<file path="config.mk">
export PLATFORM = sky130hd
export DESIGN_NAME = mac_buf_sched_flat
export DESIGN_NICKNAME = d
export VERILOG_FILES = /design/src/rtl/mac_pkg.sv /design/src/rtl/mac_buf_sched_if.sv /design/src/rtl/mac_ring_ptr.sv /design/src/rtl/mac_buf_sched.sv /design/src/flat_wrapper.sv
export SDC_FILE = /design/constraint.sdc
export NUM_CORES = 1
export LEC_CHECK = 0
export CAP_MARGIN = 40
export CORE_MARGIN = 10
export CORE_UTILIZATION = 40
export DETAILED_ROUTE_END_ITERATION = 8
export GPL_TIMING_DRIVEN = 1
export PLACE_DENSITY = 0.65
export SLEW_MARGIN = 0
export SYNTH_ARGS = -nofsm -noshare
export SYNTH_HDL_FRONTEND = slang
export SYNTH_HIERARCHICAL = 1
export SYNTH_SLANG_ARGS = --single-unit
</file>
<file path="constraint.sdc">
create_clock -name clk_i -period 2.2 [get_ports clk_i]
set_input_delay 0.22 -clock clk_i [delete_from_list [all_inputs] [get_ports clk_i]]
set_output_delay 0.22 -clock clk_i [all_outputs]
set_load 0.01 [all_outputs]
</file>
<file path="src/rtl/mac_pkg.sv">
// Shared types and elaboration helpers for the MAC operand-buffer scheduler.
package mac_pkg;

  typedef enum logic [1:0] {IDLE, RUN, DONE} state_e;

  function automatic int unsigned depth_of(input int unsigned bw);
    return 32'd1 << bw;
  endfunction

  function automatic bit frame_len_ok(input int unsigned fl, input int unsigned bw);
    return (fl >= 1) && (fl <= depth_of(bw));
  endfunction

endpackage

</file>
<file path="src/rtl/mac_buf_sched_if.sv">
// Producer / buffer-address / MAC-control bundle of the operand scheduler.
interface mac_buf_sched_if #(parameter int unsigned BufferWidth = 2);
  logic                   wr_valid;
  logic                   wr_ready;
  logic [BufferWidth-1:0] wr_ptr;
  logic [BufferWidth-1:0] rd_ptr;
  logic [BufferWidth:0]   count;
  logic                   full;
  logic                   empty;
  logic                   acc_clr;
  logic                   acc_en;
  logic                   acc_done;

  modport master (output wr_valid,
                  input  wr_ready, wr_ptr, rd_ptr, count, full, empty,
                         acc_clr, acc_en, acc_done);
  modport slave  (input  wr_valid,
                  output wr_ready, wr_ptr, rd_ptr, count, full, empty,
                         acc_clr, acc_en, acc_done);
endinterface

</file>
<file path="src/rtl/mac_ring_ptr.sv">
// Wrapping ring-buffer pointer; clear wins over enable.
module mac_ring_ptr #(parameter int unsigned W = 2) (
  input  logic         clk_i,
  input  logic         rst_ni,
  input  logic         en_i,
  input  logic         clr_i,
  output logic [W-1:0] ptr_o
);
  logic [W-1:0] ptr_q, ptr_d;

  always_comb begin
    ptr_d = ptr_q;
    if (clr_i)     ptr_d = '0;
    else if (en_i) ptr_d = ptr_q + 1'b1;
  end

  always_ff @(posedge clk_i or negedge rst_ni)
    if (!rst_ni) ptr_q <= '0;
    else         ptr_q <= ptr_d;

  assign ptr_o = ptr_q;
endmodule

</file>
<file path="src/rtl/mac_buf_sched.sv">
// Operand ring-buffer scheduler: tracks occupancy and sequences one MAC run
// (clear, FrameLen reads, done pulse) whenever a full frame is buffered.
module mac_buf_sched
  import mac_pkg::*;
#(
  parameter int unsigned BufferWidth = 2,
  parameter int unsigned FrameLen    = 4
) (
  input  logic            clk_i,
  input  logic            rst_ni,
  input  logic            flush_i,
  mac_buf_sched_if.slave  bus
);
  localparam int unsigned Depth = depth_of(BufferWidth);
  localparam logic [BufferWidth:0]   DepthC   = (BufferWidth+1)'(Depth);
  localparam logic [BufferWidth:0]   FrameC   = (BufferWidth+1)'(FrameLen);
  localparam logic [BufferWidth-1:0] LastBeat = BufferWidth'(FrameLen - 1);

  if (!frame_len_ok(FrameLen, BufferWidth)) begin : g_bad_frame_len
    $error("mac_buf_sched: FrameLen must be within 1..Depth");
  end

  logic [BufferWidth:0]   count_q, count_d;
  logic [BufferWidth-1:0] beat_q;
  state_e                 state_q;
  logic                   acc_en_q, acc_clr_q, acc_done_q;
  logic                   full, wr_fire, rd_fire;

  assign full    = (count_q == DepthC);
  assign wr_fire = bus.wr_valid & ~full & ~flush_i;
  assign rd_fire = acc_en_q & ~flush_i;

  mac_ring_ptr #(.W(BufferWidth)) u_wr_ptr (
    .clk_i(clk_i), .rst_ni(rst_ni), .en_i(wr_fire), .clr_i(flush_i), .ptr_o(bus.wr_ptr));
  mac_ring_ptr #(.W(BufferWidth)) u_rd_ptr (
    .clk_i(clk_i), .rst_ni(rst_ni), .en_i(rd_fire), .clr_i(flush_i), .ptr_o(bus.rd_ptr));

  always_comb begin
    count_d = count_q;
    if (flush_i)                 count_d = '0;
    else if (wr_fire && !rd_fire) count_d = count_q + 1'b1;
    else if (rd_fire && !wr_fire) count_d = count_q - 1'b1;
  end

  always_ff @(posedge clk_i or negedge rst_ni)
    if (!rst_ni) count_q <= '0;
    else         count_q <= count_d;

  // The frame is reserved on entry to RUN, so reads never outrun the count.
  always_ff @(posedge clk_i or negedge rst_ni) begin
    if (!rst_ni) begin
      state_q <= IDLE; beat_q <= '0;
      acc_en_q <= 1'b0; acc_clr_q <= 1'b0; acc_done_q <= 1'b0;
    end else if (flush_i) begin
      state_q <= IDLE; beat_q <= '0;
      acc_en_q <= 1'b0; acc_clr_q <= 1'b0; acc_done_q <= 1'b0;
    end else begin
      unique case (state_q)
        IDLE: if (count_q >= FrameC) begin
          state_q <= RUN; beat_q <= '0; acc_en_q <= 1'b1; acc_clr_q <= 1'b1;
        end
        RUN: begin
          acc_clr_q <= 1'b0;
          if (beat_q == LastBeat) begin
            state_q <= DONE; beat_q <= '0; acc_en_q <= 1'b0; acc_done_q <= 1'b1;
          end else begin
            beat_q <= beat_q + 1'b1;
          end
        end
        DONE: begin
          acc_done_q <= 1'b0;
          if (count_q >= FrameC) begin
            state_q <= RUN; acc_en_q <= 1'b1; acc_clr_q <= 1'b1;
          end else begin
            state_q <= IDLE;
          end
        end
        default: state_q <= IDLE;
      endcase
    end
  end

  assign bus.count    = count_q;
  assign bus.full     = full;
  assign bus.empty    = (count_q == '0);
  assign bus.wr_ready = ~full;
  assign bus.acc_en   = acc_en_q;
  assign bus.acc_clr  = acc_clr_q;
  assign bus.acc_done = acc_done_q;
endmodule

</file>
<file path="src/flat_wrapper.sv">
// flat-port wrapper written by rule: the top's interface ports become plain ports
module mac_buf_sched_flat import mac_pkg::*;
#(
  parameter int unsigned BufferWidth = 2,
  parameter int unsigned FrameLen    = 4
)
  (clk_i, rst_ni, flush_i, bus_wr_valid, bus_wr_ready, bus_wr_ptr, bus_rd_ptr, bus_count, bus_full, bus_empty, bus_acc_clr, bus_acc_en, bus_acc_done);
  mac_buf_sched_if #(.BufferWidth(BufferWidth)) bus_i ();
  input  logic clk_i;
  input  logic rst_ni;
  input  logic flush_i;
  input wire logic [$bits(bus_i.wr_valid)-1:0] bus_wr_valid;
  output wire logic [$bits(bus_i.wr_ready)-1:0] bus_wr_ready;
  output wire logic [$bits(bus_i.wr_ptr)-1:0] bus_wr_ptr;
  output wire logic [$bits(bus_i.rd_ptr)-1:0] bus_rd_ptr;
  output wire logic [$bits(bus_i.count)-1:0] bus_count;
  output wire logic [$bits(bus_i.full)-1:0] bus_full;
  output wire logic [$bits(bus_i.empty)-1:0] bus_empty;
  output wire logic [$bits(bus_i.acc_clr)-1:0] bus_acc_clr;
  output wire logic [$bits(bus_i.acc_en)-1:0] bus_acc_en;
  output wire logic [$bits(bus_i.acc_done)-1:0] bus_acc_done;
  assign bus_i.wr_valid = bus_wr_valid;
  assign bus_wr_ready = bus_i.wr_ready;
  assign bus_wr_ptr = bus_i.wr_ptr;
  assign bus_rd_ptr = bus_i.rd_ptr;
  assign bus_count = bus_i.count;
  assign bus_full = bus_i.full;
  assign bus_empty = bus_i.empty;
  assign bus_acc_clr = bus_i.acc_clr;
  assign bus_acc_en = bus_i.acc_en;
  assign bus_acc_done = bus_i.acc_done;
  mac_buf_sched #(.BufferWidth(BufferWidth), .FrameLen(FrameLen)) u_core (.clk_i(clk_i), .rst_ni(rst_ni), .flush_i(flush_i), .bus(bus_i));
endmodule
</file>
## After elaboration in Yosys (flattened, before gate mapping)

Cells that the tools add are included.

| cells by class | value |
|---|---|
| add/sub/neg operators | 5 |
| multipliers | 0 |
| div/mod/pow operators | 0 |
| magnitude comparators | 1 |
| eq/ne operators | 7 |
| shift operators | 0 |
| mux-type cells | 25 |
| bitwise logic cells | 5 |
| reduce and logical (&&, ||, !) cells | 18 |

Operators by type and width:

| operator | number |
|---|---|
| 2-bit two-way mux | 10 |
| 3-bit nonzero test | 4 |
| 3-bit two-way mux | 3 |
| 2-bit AND reduction | 4 |
| 1-bit two-way mux | 7 |
| 2-bit by 1-bit adder with 2-bit output, second input constant | 3 |
| 3-bit by 2-bit != test with 1-bit output, second input constant | 2 |
| 1-bit case mux with 2 select lines | 3 |
| 2-bit case mux with 3 select lines | 1 |
| 2-bit equality test, second input constant | 2 |
| 2-bit case mux with 2 select lines | 1 |
| 2-bit nonzero test | 2 |
| 3-bit by 1-bit adder with 3-bit output, second input constant | 1 |
| 1-bit bitwise AND | 3 |
| 3-bit equality test, second input constant | 1 |
| 3-bit >= comparator, second input constant | 1 |
| 3-bit logical NOT | 1 |
| 3-bit by 1-bit != test with 1-bit output, second input constant | 1 |
| 3-bit AND reduction | 1 |
| 3-bit by 1-bit subtractor with 3-bit output, second input constant | 1 |
| 2-bit by 1-bit equality test with 1-bit output, second input constant | 1 |
| 1-bit logical AND | 2 |
| 1-bit logical NOT | 2 |
| 2-bit logical NOT | 1 |
| other kinds (2) | 3 |

| storage, ports and cells | value |
|---|---|
| flip-flop bits (word level) | 14 |
| latch bits | 0 |
| RAM bits | 0 |
| memory bits (read-only) | 0 |
| bits of input ports | 4 |
| output and inout port bits | 13 |
| word-level logic and storage cells | 69 |
| memories | 0 |

## Depth between registers and ports, before layout

Gate-level depths: netlist (run 1).

| depth | value |
|---|---|
| word-level depth | 9 |
| mapped depth | 7 |

## Cells and area by module

The synthesis (run 1) kept the hierarchy.

Modules (own cells, without submodules):

| module | instances | cells each | area each (µm²) | sequential area each (µm²) |
|---|---|---|---|---|
| mac_buf_sched | 1 | 66 | 623.1 | 250.2 |
| mac_ring_ptr | 2 | 7 | 88.8 | 50.0 |

## Least setup slack after synthesis (run 1)

OpenSTA, ideal clock, no wires.

| timing path | value |
|---|---|
| kind | flip-flop to flip-flop |
| start point | register u_core.count_q[0], in the netlist u_core/bus.count[0] |
| end point | register u_core.count_q[2], in the netlist u_core/bus.count[2] |
| setup time | 0.120 ns |
| arrival | 1.949 ns |
| data required time | 2.080 ns |
| setup slack | 0.131 ns |
| stages on the path, launching flop included | 8 |
| cell sequence | dfrtp_1 -> or3b_4 -> nand2_1 -> nor3_1 -> fa_1 -> nand2b_1 -> o22a_1 -> o211a_1 |

| on the way | value |
|---|---|
| longest elaborated chain between the ends | 7 |
| elaborated cells between the ends (all ways) | 13 |
| those cells by class | 2 x add/sub; 1 x eq/ne; 3 x mux; 3 x bitwise; 4 x reduce/logical |

RTL lines:

| item | RTL line | source |
|---|---|---|
| from (decl) | mac_buf_sched.sv:23 | `logic [BufferWidth:0] count_q, count_d;` |
| from (signal assigned) | mac_buf_sched.sv:47 | `else count_q <= count_d;` |
| 3-bit equality test * | mac_buf_sched.sv:29 | `assign full = (count_q == DepthC);` |
| 1-bit inverter * | n/a |  |
| net bus_wr_ready | flat_wrapper.sv:13 | `output wire logic [$bits(bus_i.wr_ready)-1:0] bus_wr_ready;` |
| 1-bit bitwise AND * (2 in a row) | mac_buf_sched.sv:30 | `assign wr_fire = bus.wr_valid & ~full & ~flush_i;` |
| 1-bit logical AND / 1-bit logical NOT (equally long branches) | mac_buf_sched.sv:41, mac_buf_sched.sv:42 |  |
| 3-bit two-way mux / 1-bit logical AND (equally long branches) | mac_buf_sched.sv:41, mac_buf_sched.sv:42 |  |
| 3-bit two-way mux / 3-bit nonzero test (equally long branches) | n/a |  |

Mark *: on every way through the listed nets, which the timed path passes. The rest lies on a longest branch. The select of a mux whose other input is x is not followed.
A chain may end at the register's enable or synchronous reset.

## Worst setup path after layout (run 1)

| timing path | value |
|---|---|
| start point | register u_core.count_q[0], in the netlist u_core/bus.count[0] |
| end point | register u_core.count_q[2], in the netlist u_core/bus.count[2] |

| on the way | value |
|---|---|
| longest elaborated chain between the ends | 7 |
| elaborated cells between the ends (all ways) | 13 |
| those cells by class | 2 x add/sub; 1 x eq/ne; 3 x mux; 3 x bitwise; 4 x reduce/logical |

RTL lines:

| item | RTL line |
|---|---|
| 3-bit equality test | mac_buf_sched.sv:29 |
| 1-bit inverter | mac_buf_sched.sv:30 |
| 1-bit bitwise AND (2 in a row) | mac_buf_sched.sv:30 |
| 1-bit logical AND / 1-bit logical NOT (equally long branches) | mac_buf_sched.sv:41, mac_buf_sched.sv:42 |
| 3-bit two-way mux / 1-bit logical AND (equally long branches) | mac_buf_sched.sv:41, mac_buf_sched.sv:42 |
| 3-bit two-way mux / 3-bit nonzero test (equally long branches) | n/a |

Several ways; a longest one is shown, not always the timed one. The select of a mux whose other input is x is not followed.

==> flow_results.xml, run 1 <==
<?xml version="1.0" encoding="UTF-8"?>
<metrics>
  <group name="status">
    <metric name="run_status" unit="">complete, no violations</metric>
  </group>
  <group name="logic_synthesis">
    <metric name="synth_largest_area_cell" unit="">sky130_fd_sc_hd__dfrtp_1</metric>
    <metric name="synthesis.instances" unit="">80</metric>
    <metric name="ys_types" unit="">34</metric>
    <metric name="synth_commonest_cells" unit="">sky130_fd_sc_hd__dfrtp_1 (14), sky130_fd_sc_hd__nor2_1 (11), sky130_fd_sc_hd__inv_1 (7)</metric>
    <metric name="async_reset_ff_share" unit="%">100</metric>
    <metric name="postSynthRegisterBits" unit="">14</metric>
    <metric name="syn_avg_cell_area" unit="sq um">10.0</metric>
    <metric name="postSynthNetCount" unit="">86</metric>
    <metric name="synthTopCellsByArea" unit="">sky130_fd_sc_hd__dfrtp_1 (44%), sky130_fd_sc_hd__nor2_1 (5.2%), sky130_fd_sc_hd__inv_1 (3.3%)</metric>
    <metric name="yosysWarnings" unit="">6</metric>
    <metric name="synth_edf_count" unit="">0</metric>
    <metric name="synth_sequential_area_ratio" unit="%">43.8</metric>
    <metric name="synth_flop_cell" unit="">sky130_fd_sc_hd__dfrtp_1</metric>
    <metric name="synthMostInstantiatedCell" unit="">sky130_fd_sc_hd__dfrtp_1</metric>
    <metric name="synth_area" unit="sq um">801</metric>
    <metric name="synth_top_area_share" unit="%">43.8</metric>
  </group>
  <group name="floorplanning">
    <metric name="die_w" unit="microns">64.7</metric>
    <metric name="start_util" unit="%">41.2</metric>
    <metric name="placeableCoreArea" unit="sq um">1940</metric>
    <metric name="core.rowCount" unit="">16</metric>
    <metric name="die-area" unit="sq um">4190</metric>
    <metric name="boundaryPins" unit="">17</metric>
    <metric name="die_span_in_y" unit="microns">64.7</metric>
  </group>
  <group name="global_route">
    <metric name="grt_start_max_net_pins" unit="">18</metric>
    <metric name="grt_pass1_wl" unit="mm">2.99</metric>
    <metric name="initial_antenna_violation_count" unit="">0</metric>
    <metric name="overflow" unit="">0</metric>
    <metric name="first_global_vias" unit="">686</metric>
    <metric name="grt.total_usage" unit="%">8.65</metric>
  </group>
  <group name="finish">
    <metric name="synthToLayoutAreaGrowth" unit="%">28.3</metric>
    <metric name="utilization" unit="%">52.9</metric>
    <metric name="post_route_cells_drive_above_1_share" unit="%">12.0</metric>
    <metric name="final_net_count" unit="">108</metric>
    <metric name="count_of_antenna_diodes_in_the_layout" unit="">0</metric>
  </group>
  <group name="critical_path">
    <metric name="worst_ep_required_time" unit="ns">2.36</metric>
    <metric name="worst_path_dominant_cell_family" unit="">simple AND/OR/NAND/NOR gates</metric>
    <metric name="worst-setup-path-type" unit="">register to register</metric>
    <metric name="cp_cell_sequence" unit="">or3b_4, nand2_1, nor3_1, fa_1, nand2b_1, o22a_1, o211a_1</metric>
    <metric name="timing.critical_path.slowest_cell_delay" unit="ns">0.42</metric>
    <metric name="end_kind" unit="">register</metric>
    <metric name="crit_path_start_kind" unit="">register</metric>
    <metric name="signal_arrival_time_at_the_worst_endpoint" unit="ns">2.17</metric>
    <metric name="critPathMaxFanout" unit="">4</metric>
    <metric name="crit_path_top_delay_cell" unit="">sky130_fd_sc_hd__or3b_4</metric>
    <metric name="path_buf_inv" unit="">0</metric>
  </group>
  <group name="clock_network">
    <metric name="post_cts_resized" unit="">0</metric>
    <metric name="postCtsHoldBufs" unit="">0</metric>
    <metric name="clock_path_buffers" unit="">2</metric>
    <metric name="postCtsSetupBuffers" unit="">0</metric>
    <metric name="tritoncts_buffer_count" unit="">3</metric>
    <metric name="clk_pin_slew_worst_paths" unit="ns">0.08</metric>
    <metric name="tritoncts" unit="">yes</metric>
    <metric name="clk_root_buffer_cell" unit="">sky130_fd_sc_hd__clkbuf_4</metric>
    <metric name="cts_max_level" unit="">1</metric>
    <metric name="clock_latency" unit="ns">0.27</metric>
    <metric name="clock-sinks" unit="">14</metric>
  </group>
  <group name="timing">
    <metric name="final.hold.worst_slack" unit="ns">0.333</metric>
    <metric name="final.setup.tns" unit="ns">0</metric>
    <metric name="clock_skew" unit="ns">0.00375</metric>
    <metric name="maxClockFrequency" unit="GHz">0.497</metric>
    <metric name="slew_headroom" unit="%">58.9</metric>
    <metric name="worst_pin_slew" unit="ns">0.615</metric>
    <metric name="report.final.hold_viol_count" unit="">0</metric>
    <metric name="final_min_period_over_clock_period" unit="%">91.5</metric>
    <metric name="finalMaxSlewViolations" unit="">0</metric>
    <metric name="period_needed" unit="ns">2.01</metric>
    <metric name="final_setup_violation_count" unit="">0</metric>
    <metric name="worst_slack" unit="ns">0.187</metric>
    <metric name="grt_setup_unrepaired" unit="">no</metric>
  </group>
  <group name="min_path">
    <metric name="min_path_type" unit="">primary input to async pin</metric>
  </group>
  <group name="power_and_ir_drop">
    <metric name="irDropWorstVdd" unit="V">0.000514</metric>
    <metric name="power_leakage" unit="nW">0.450</metric>
    <metric name="power_per_cell_area" unit="nW/um^2">981</metric>
  </group>
  <group name="route">
    <metric name="routed_len_inst" unit="microns">13.7</metric>
    <metric name="remaining_drc_errors" unit="">0</metric>
    <metric name="drt_pre_antenna_iters" unit="">2</metric>
    <metric name="route.final.wire_length" unit="mm">1.74</metric>
    <metric name="drt-initial-drc-count" unit="">20</metric>
    <metric name="via_count_of_the_routed_design" unit="">664</metric>
    <metric name="drt.antenna.violating_nets" unit="">0</metric>
    <metric name="routed_via_density" unit="">5.23</metric>
  </group>
  <group name="placement">
    <metric name="place.port_buffers" unit="">16</metric>
    <metric name="place_congestion" unit="">0.790</metric>
    <metric name="place_worst_setup_slack" unit="ns">0.192</metric>
    <metric name="post_detail_place_hpwl" unit="mm">1.30</metric>
  </group>
  <group name="job">
    <metric name="drv_cap" unit="">0</metric>
  </group>
</metrics>
layout make-up:
type	count	area [sq um]
Tap cell	27	33.8
Multi-Input combinational cell	55	397
Inverter	7	26.3
Sequential cell	14	350
Timing Repair Buffer	21	198
Fill cell	195	915
Clock buffer	3	22.5
where the power goes:
part           switching, W  leakage, nW  total, W  internal (W)
Combinational      0.000236        0.246  0.000512      0.000276
Sequential        0.0000522        0.190  0.000359      0.000306
Clock             0.0000737       0.0138  0.000137     0.0000632
sequential cells by signal, indices dropped and copies added (netlist names):
name and cells:
u_core/bus.acc_en 1, u_core/state_q 2, u_core/beat_q 2, u_core/u_rd_ptr/ptr_o 2, u_core/bus.acc_done 1, u_core/bus.count 3, u_core/u_wr_ptr/ptr_o 2, u_core/bus.acc_clr 1
kinds of logic (layout without fill, tap and decap cells):
family          count (synthesis)  in the layout  synth area share (%)
flops                          14             14                  43.8
mux                             1              1                  1.41
xor+xnor                        3              3                  3.28
buf+inv                        11             31                  6.72
fa+ha+maj                       2              2                  4.06
compound gates                 21             21                  20.6
simple gates                   28             28                  20.2
final timing paths:
kind	from	to	slack (ns)	cells past startpoint
worst max-delay path	u_core/bus.count[0]	u_core/bus.count[2]	0.19	7
worst max register to register	u_core/bus.count[0]	u_core/bus.count[2]	0.19	7
min in group clk_i	u_core/beat_q[1]	u_core/beat_q[1]	0.52	2
worst min register to register	u_core/beat_q[1]	u_core/beat_q[1]	0.52	2
worst min-delay path	rst_ni	u_core/beat_q[0]	0.33	1
max in group asynchronous	rst_ni	u_core/u_rd_ptr/ptr_o[0]	1.47	1
metal layers:
layer	GRT usage (%)	vias to the layer above	routed length [microns]
met5	0	-	0
met4	4.81	0	25
met3	3.09	4	110
met2	14.2	16	821
met1	9.54	319	780
li1	-	325	-
layout by cell type, fill, tap and decap left out, types with 2 or more instances in the layout:
cell                              Yosys  layout
sky130_fd_sc_hd__xnor2_1              3       3
sky130_fd_sc_hd__o22a_1               2       2
sky130_fd_sc_hd__a21oi_1              5       5
sky130_fd_sc_hd__inv_1                7       7
sky130_fd_sc_hd__nor3_1               2       2
sky130_fd_sc_hd__clkdlybuf4s50_1      0      16
sky130_fd_sc_hd__buf_4                1       5
sky130_fd_sc_hd__o21ai_0              2       2
sky130_fd_sc_hd__a21oi_2              2       2
sky130_fd_sc_hd__clkbuf_4             0       3
sky130_fd_sc_hd__nand3b_1             3       3
sky130_fd_sc_hd__dfrtp_1             14      14
sky130_fd_sc_hd__nand2b_1             3       3
sky130_fd_sc_hd__nor2_1              11      11
sky130_fd_sc_hd__a21bo_1              2       2
sky130_fd_sc_hd__nor2b_1              3       3
through the flow:
stage	power, W	instances	instance area [sq um]
after floorplan	0.000659	80	801
after global placement	0.000871	124	1000
after detailed placement	0.000881	124	1000
after CTS	0.00102	127	1030
after global routing	0.00109	127	1030
final	0.00101	127	1030
Note: power is estimated with default switching activity, not from simulation.
==> run 2, diff against run 1 <==
--- a/config.mk
+++ b/config.mk
@@ -6,11 +6,11 @@
 export NUM_CORES = 1
 export LEC_CHECK = 0
 export CAP_MARGIN = 40
-export CORE_MARGIN = 10
+export CORE_MARGIN = 1
 export CORE_UTILIZATION = 40
 export DETAILED_ROUTE_END_ITERATION = 8
 export GPL_TIMING_DRIVEN = 1
-export PLACE_DENSITY = 0.65
+export PLACE_DENSITY_LB_ADDON = 0.25
 export SLEW_MARGIN = 0
 export SYNTH_ARGS = -nofsm -noshare
 export SYNTH_HDL_FRONTEND = slang
==> run 2 against run 1 <==
Net effect:
- clock power up 36%
- design area grew 1.1%
- global-route usage grew 9.2 points
- total power grew 5.1%
- highest routed layer unchanged
- combinational power is essentially flat
- first-iteration DRC count stayed put
- die area is 48% lower
- critical path depth is the same
- sequential share of layout area is 0.37 points lower
- critical endpoint unchanged
- worst hold slack worse by 0.013 ns
- cell count decreased by 0.79%
- worst setup slack worse by 0.029 ns
==> flow_results.xml, run 2 (same netlist as run 1, synthesis figures left out) <==
<?xml version="1.0" encoding="UTF-8"?>
<metrics>
  <group name="status">
    <metric name="run_status" unit="">complete, no violations</metric>
  </group>
  <group name="critical_path">
    <metric name="end_kind" unit="">register</metric>
    <metric name="critPathMaxFanout" unit="">4</metric>
    <metric name="worst_ep_required_time" unit="ns">2.37</metric>
    <metric name="critical_path.reg2reg.startpoint" unit="">u_core/bus.count[0]</metric>
    <metric name="worst-setup-path-type" unit="">register to register</metric>
    <metric name="register_to_register_setup_slack" unit="ns">0.16</metric>
    <metric name="rr_endpoint" unit="">u_core/bus.count[2]</metric>
    <metric name="crit_path_start_kind" unit="">register</metric>
    <metric name="signal_arrival_time_at_the_worst_endpoint" unit="ns">2.21</metric>
    <metric name="r2r_cells" unit="">7</metric>
  </group>
  <group name="timing">
    <metric name="grt_setup_unrepaired" unit="">no</metric>
    <metric name="finalMaxSlewViolations" unit="">0</metric>
    <metric name="slew_headroom" unit="%">58.1</metric>
    <metric name="maxClockFrequency" unit="GHz">0.490</metric>
    <metric name="final_min_period_over_clock_period" unit="%">92.8</metric>
    <metric name="worst_pin_slew" unit="ns">0.626</metric>
    <metric name="final.setup.tns" unit="ns">0</metric>
    <metric name="period_needed" unit="ns">2.04</metric>
    <metric name="clock_skew" unit="ns">0.00649</metric>
    <metric name="final_setup_violation_count" unit="">0</metric>
    <metric name="report.final.hold_viol_count" unit="">0</metric>
  </group>
  <group name="global_route">
    <metric name="initial_antenna_violation_count" unit="">0</metric>
    <metric name="grt_pass1_wl" unit="mm">2.70</metric>
    <metric name="first_global_vias" unit="">596</metric>
    <metric name="grt_start_max_net_pins" unit="">18</metric>
    <metric name="overflow" unit="">0</metric>
    <metric name="grt.total_usage" unit="%">17.9</metric>
  </group>
  <group name="clock_network">
    <metric name="post_cts_resized" unit="">0</metric>
    <metric name="postCtsHoldBufs" unit="">0</metric>
    <metric name="clock_path_buffers" unit="">2</metric>
    <metric name="tritoncts_buffer_count" unit="">3</metric>
    <metric name="cts_max_level" unit="">1</metric>
    <metric name="clock-sinks" unit="">14</metric>
    <metric name="tritoncts" unit="">yes</metric>
    <metric name="postCtsSetupBuffers" unit="">0</metric>
    <metric name="clock_latency" unit="ns">0.28</metric>
    <metric name="clk_pin_slew_worst_paths" unit="ns">0.09</metric>
    <metric name="clk_root_buffer_cell" unit="">sky130_fd_sc_hd__clkbuf_4</metric>
  </group>
  <group name="placement">
    <metric name="place.port_buffers" unit="">16</metric>
    <metric name="place_congestion" unit="">0.829</metric>
    <metric name="post_detail_place_hpwl" unit="mm">1.15</metric>
  </group>
  <group name="power_and_ir_drop">
    <metric name="power_per_cell_area" unit="nW/um^2">1020</metric>
    <metric name="post-layout-total-power" unit="W">0.00106</metric>
    <metric name="power_leakage" unit="nW">0.457</metric>
    <metric name="irDropWorstVdd" unit="V">0.000602</metric>
  </group>
  <group name="floorplanning">
    <metric name="die_w" unit="microns">46.7</metric>
    <metric name="die_span_in_y" unit="microns">46.7</metric>
    <metric name="core.rowCount" unit="">15</metric>
    <metric name="start_util" unit="%">44.4</metric>
    <metric name="boundaryPins" unit="">17</metric>
    <metric name="placeableCoreArea" unit="sq um">1800</metric>
    <metric name="die-area" unit="sq um">2180</metric>
  </group>
  <group name="route">
    <metric name="routed_len_inst" unit="microns">13.3</metric>
    <metric name="routed_via_density" unit="">5.09</metric>
    <metric name="drt-initial-drc-count" unit="">20</metric>
    <metric name="route.final.wire_length" unit="mm">1.67</metric>
    <metric name="remaining_drc_errors" unit="">0</metric>
    <metric name="via_count_of_the_routed_design" unit="">641</metric>
    <metric name="drt_pre_antenna_iters" unit="">4</metric>
    <metric name="drt.antenna.violating_nets" unit="">0</metric>
  </group>
  <group name="finish">
    <metric name="largest_reg_flops" unit="">3</metric>
    <metric name="post_route_cells_drive_above_1_share" unit="%">12.9</metric>
    <metric name="layout.area.seq" unit="sq um">350</metric>
    <metric name="synthToLayoutAreaGrowth" unit="%">29.7</metric>
    <metric name="final_net_count" unit="">108</metric>
    <metric name="count_of_antenna_diodes_in_the_layout" unit="">0</metric>
    <metric name="filler_cells_inserted" unit="">163</metric>
    <metric name="layout_common_cells" unit="">sky130_fd_sc_hd__clkdlybuf4s50_1 (16), sky130_fd_sc_hd__dfrtp_1 (14), sky130_fd_sc_hd__nor2_1 (11)</metric>
    <metric name="area_occupied_by_multi_input_gates" unit="sq um">397</metric>
    <metric name="leading_cell_type_in_the_layout_fill_and_taps_excluded" unit="">sky130_fd_sc_hd__clkdlybuf4s50_1</metric>
  </group>
  <group name="min_path">
    <metric name="min_path_type" unit="">primary input to async pin</metric>
  </group>
  <group name="job">
    <metric name="drv_cap" unit="">0</metric>
  </group>
</metrics>
==> run 2: cell count changes in the layout (fill, tap and decap cells not counted), sizes merged <==
cell / previous run / this run
clkbuf: 3 / 4
==> run 2: layout make-up <==
class	instances	area share, %
Multi-Input combinational cell	55	38.2
Sequential cell	14	33.7
Timing Repair Buffer	21	19.0
Clock buffer	4	3.49
Tap cell	25	3.01
Inverter	7	2.53
==> run 2: metal layers <==
| metal | GRT usage [%] | wire [microns] | part of all wire (%) |
|---|---|---|---|
| met1 | 25.4 | 858 | 51 |
| met2 | 26.4 | 744 | 44 |
| met3 | 3.46 | 57 | 3.4 |
| met4 | 8.57 | 12 | 0.72 |
| met5 | 0 | 0 | 0 |
==> run 2: report_power, final <==
group | total (W) | internal (W) | leakage, nW | switching, W
clock | 0.000186 | 0.000101 | 0.0210 | 0.0000855
combinational | 0.000515 | 0.000277 | 0.246 | 0.000238
sequential | 0.000357 | 0.000306 | 0.190 | 0.0000511
==> run 2: how the worst max path moves through the flow <==
| stage | start | endpoint | slack [ns] | depth (start not counted) |
|---|---|---|---|---|
| after floorplan | u_core/bus.count[0] | u_core/bus.count[2] | 0.13 | 7 |
| after global placement | u_core/bus.count[0] | u_core/bus.count[2] | 0.24 | 7 |
| after CTS | u_core/bus.count[0] | u_core/bus.count[2] | 0.16 | 7 |
| after global routing | u_core/bus.count[0] | u_core/bus.count[2] | 0.05 | 7 |
| after detailed placement | u_core/bus.count[0] | u_core/bus.count[2] | 0.19 | 7 |
| final | u_core/bus.count[0] | u_core/bus.count[2] | 0.16 | 7 |
==> run 2: through the flow <==
| stage | utilization, % | instance area [sq um] | hold slack [ns] | worst slack, ns | instances |
|---|---|---|---|---|---|
| 2_1_floorplan | - | 801 | -0.0756 | 0.131 | 80 |
| 3_3_place_gp | 55.6 | 1000 | 0.507 | 0.243 | 122 |
| 3_5_place_dp | 55.6 | 1000 | 0.519 | 0.190 | 122 |
| 4_1_cts | 57.6 | 1040 | 0.336 | 0.156 | 126 |
| 5_1_grt | 57.6 | 1040 | 0.360 | 0.0451 | 126 |
| 6_report | 57.6 | 1040 | 0.320 | 0.158 | 126 |
==> run 2: worst max-delay path: stages, from the launching register on <==
cell                       delay [ns]
sky130_fd_sc_hd__dfrtp_1         0.38
sky130_fd_sc_hd__or3b_4          0.42
sky130_fd_sc_hd__nand2_1         0.10
sky130_fd_sc_hd__nor3_1          0.06
sky130_fd_sc_hd__fa_1            0.42
sky130_fd_sc_hd__nand2b_1        0.19
sky130_fd_sc_hd__o22a_1          0.17
sky130_fd_sc_hd__o211a_1         0.20
==> run 3, diff against run 2 <==
--- a/config.mk
+++ b/config.mk
@@ -5,6 +5,7 @@
 export SDC_FILE = /design/constraint.sdc
 export NUM_CORES = 1
 export LEC_CHECK = 0
+export ABC_AREA = 0
 export CAP_MARGIN = 40
 export CORE_MARGIN = 1
 export CORE_UTILIZATION = 40
==> results of run 3 <==
Final layout, timing and power as in run 2 (identical DEF).
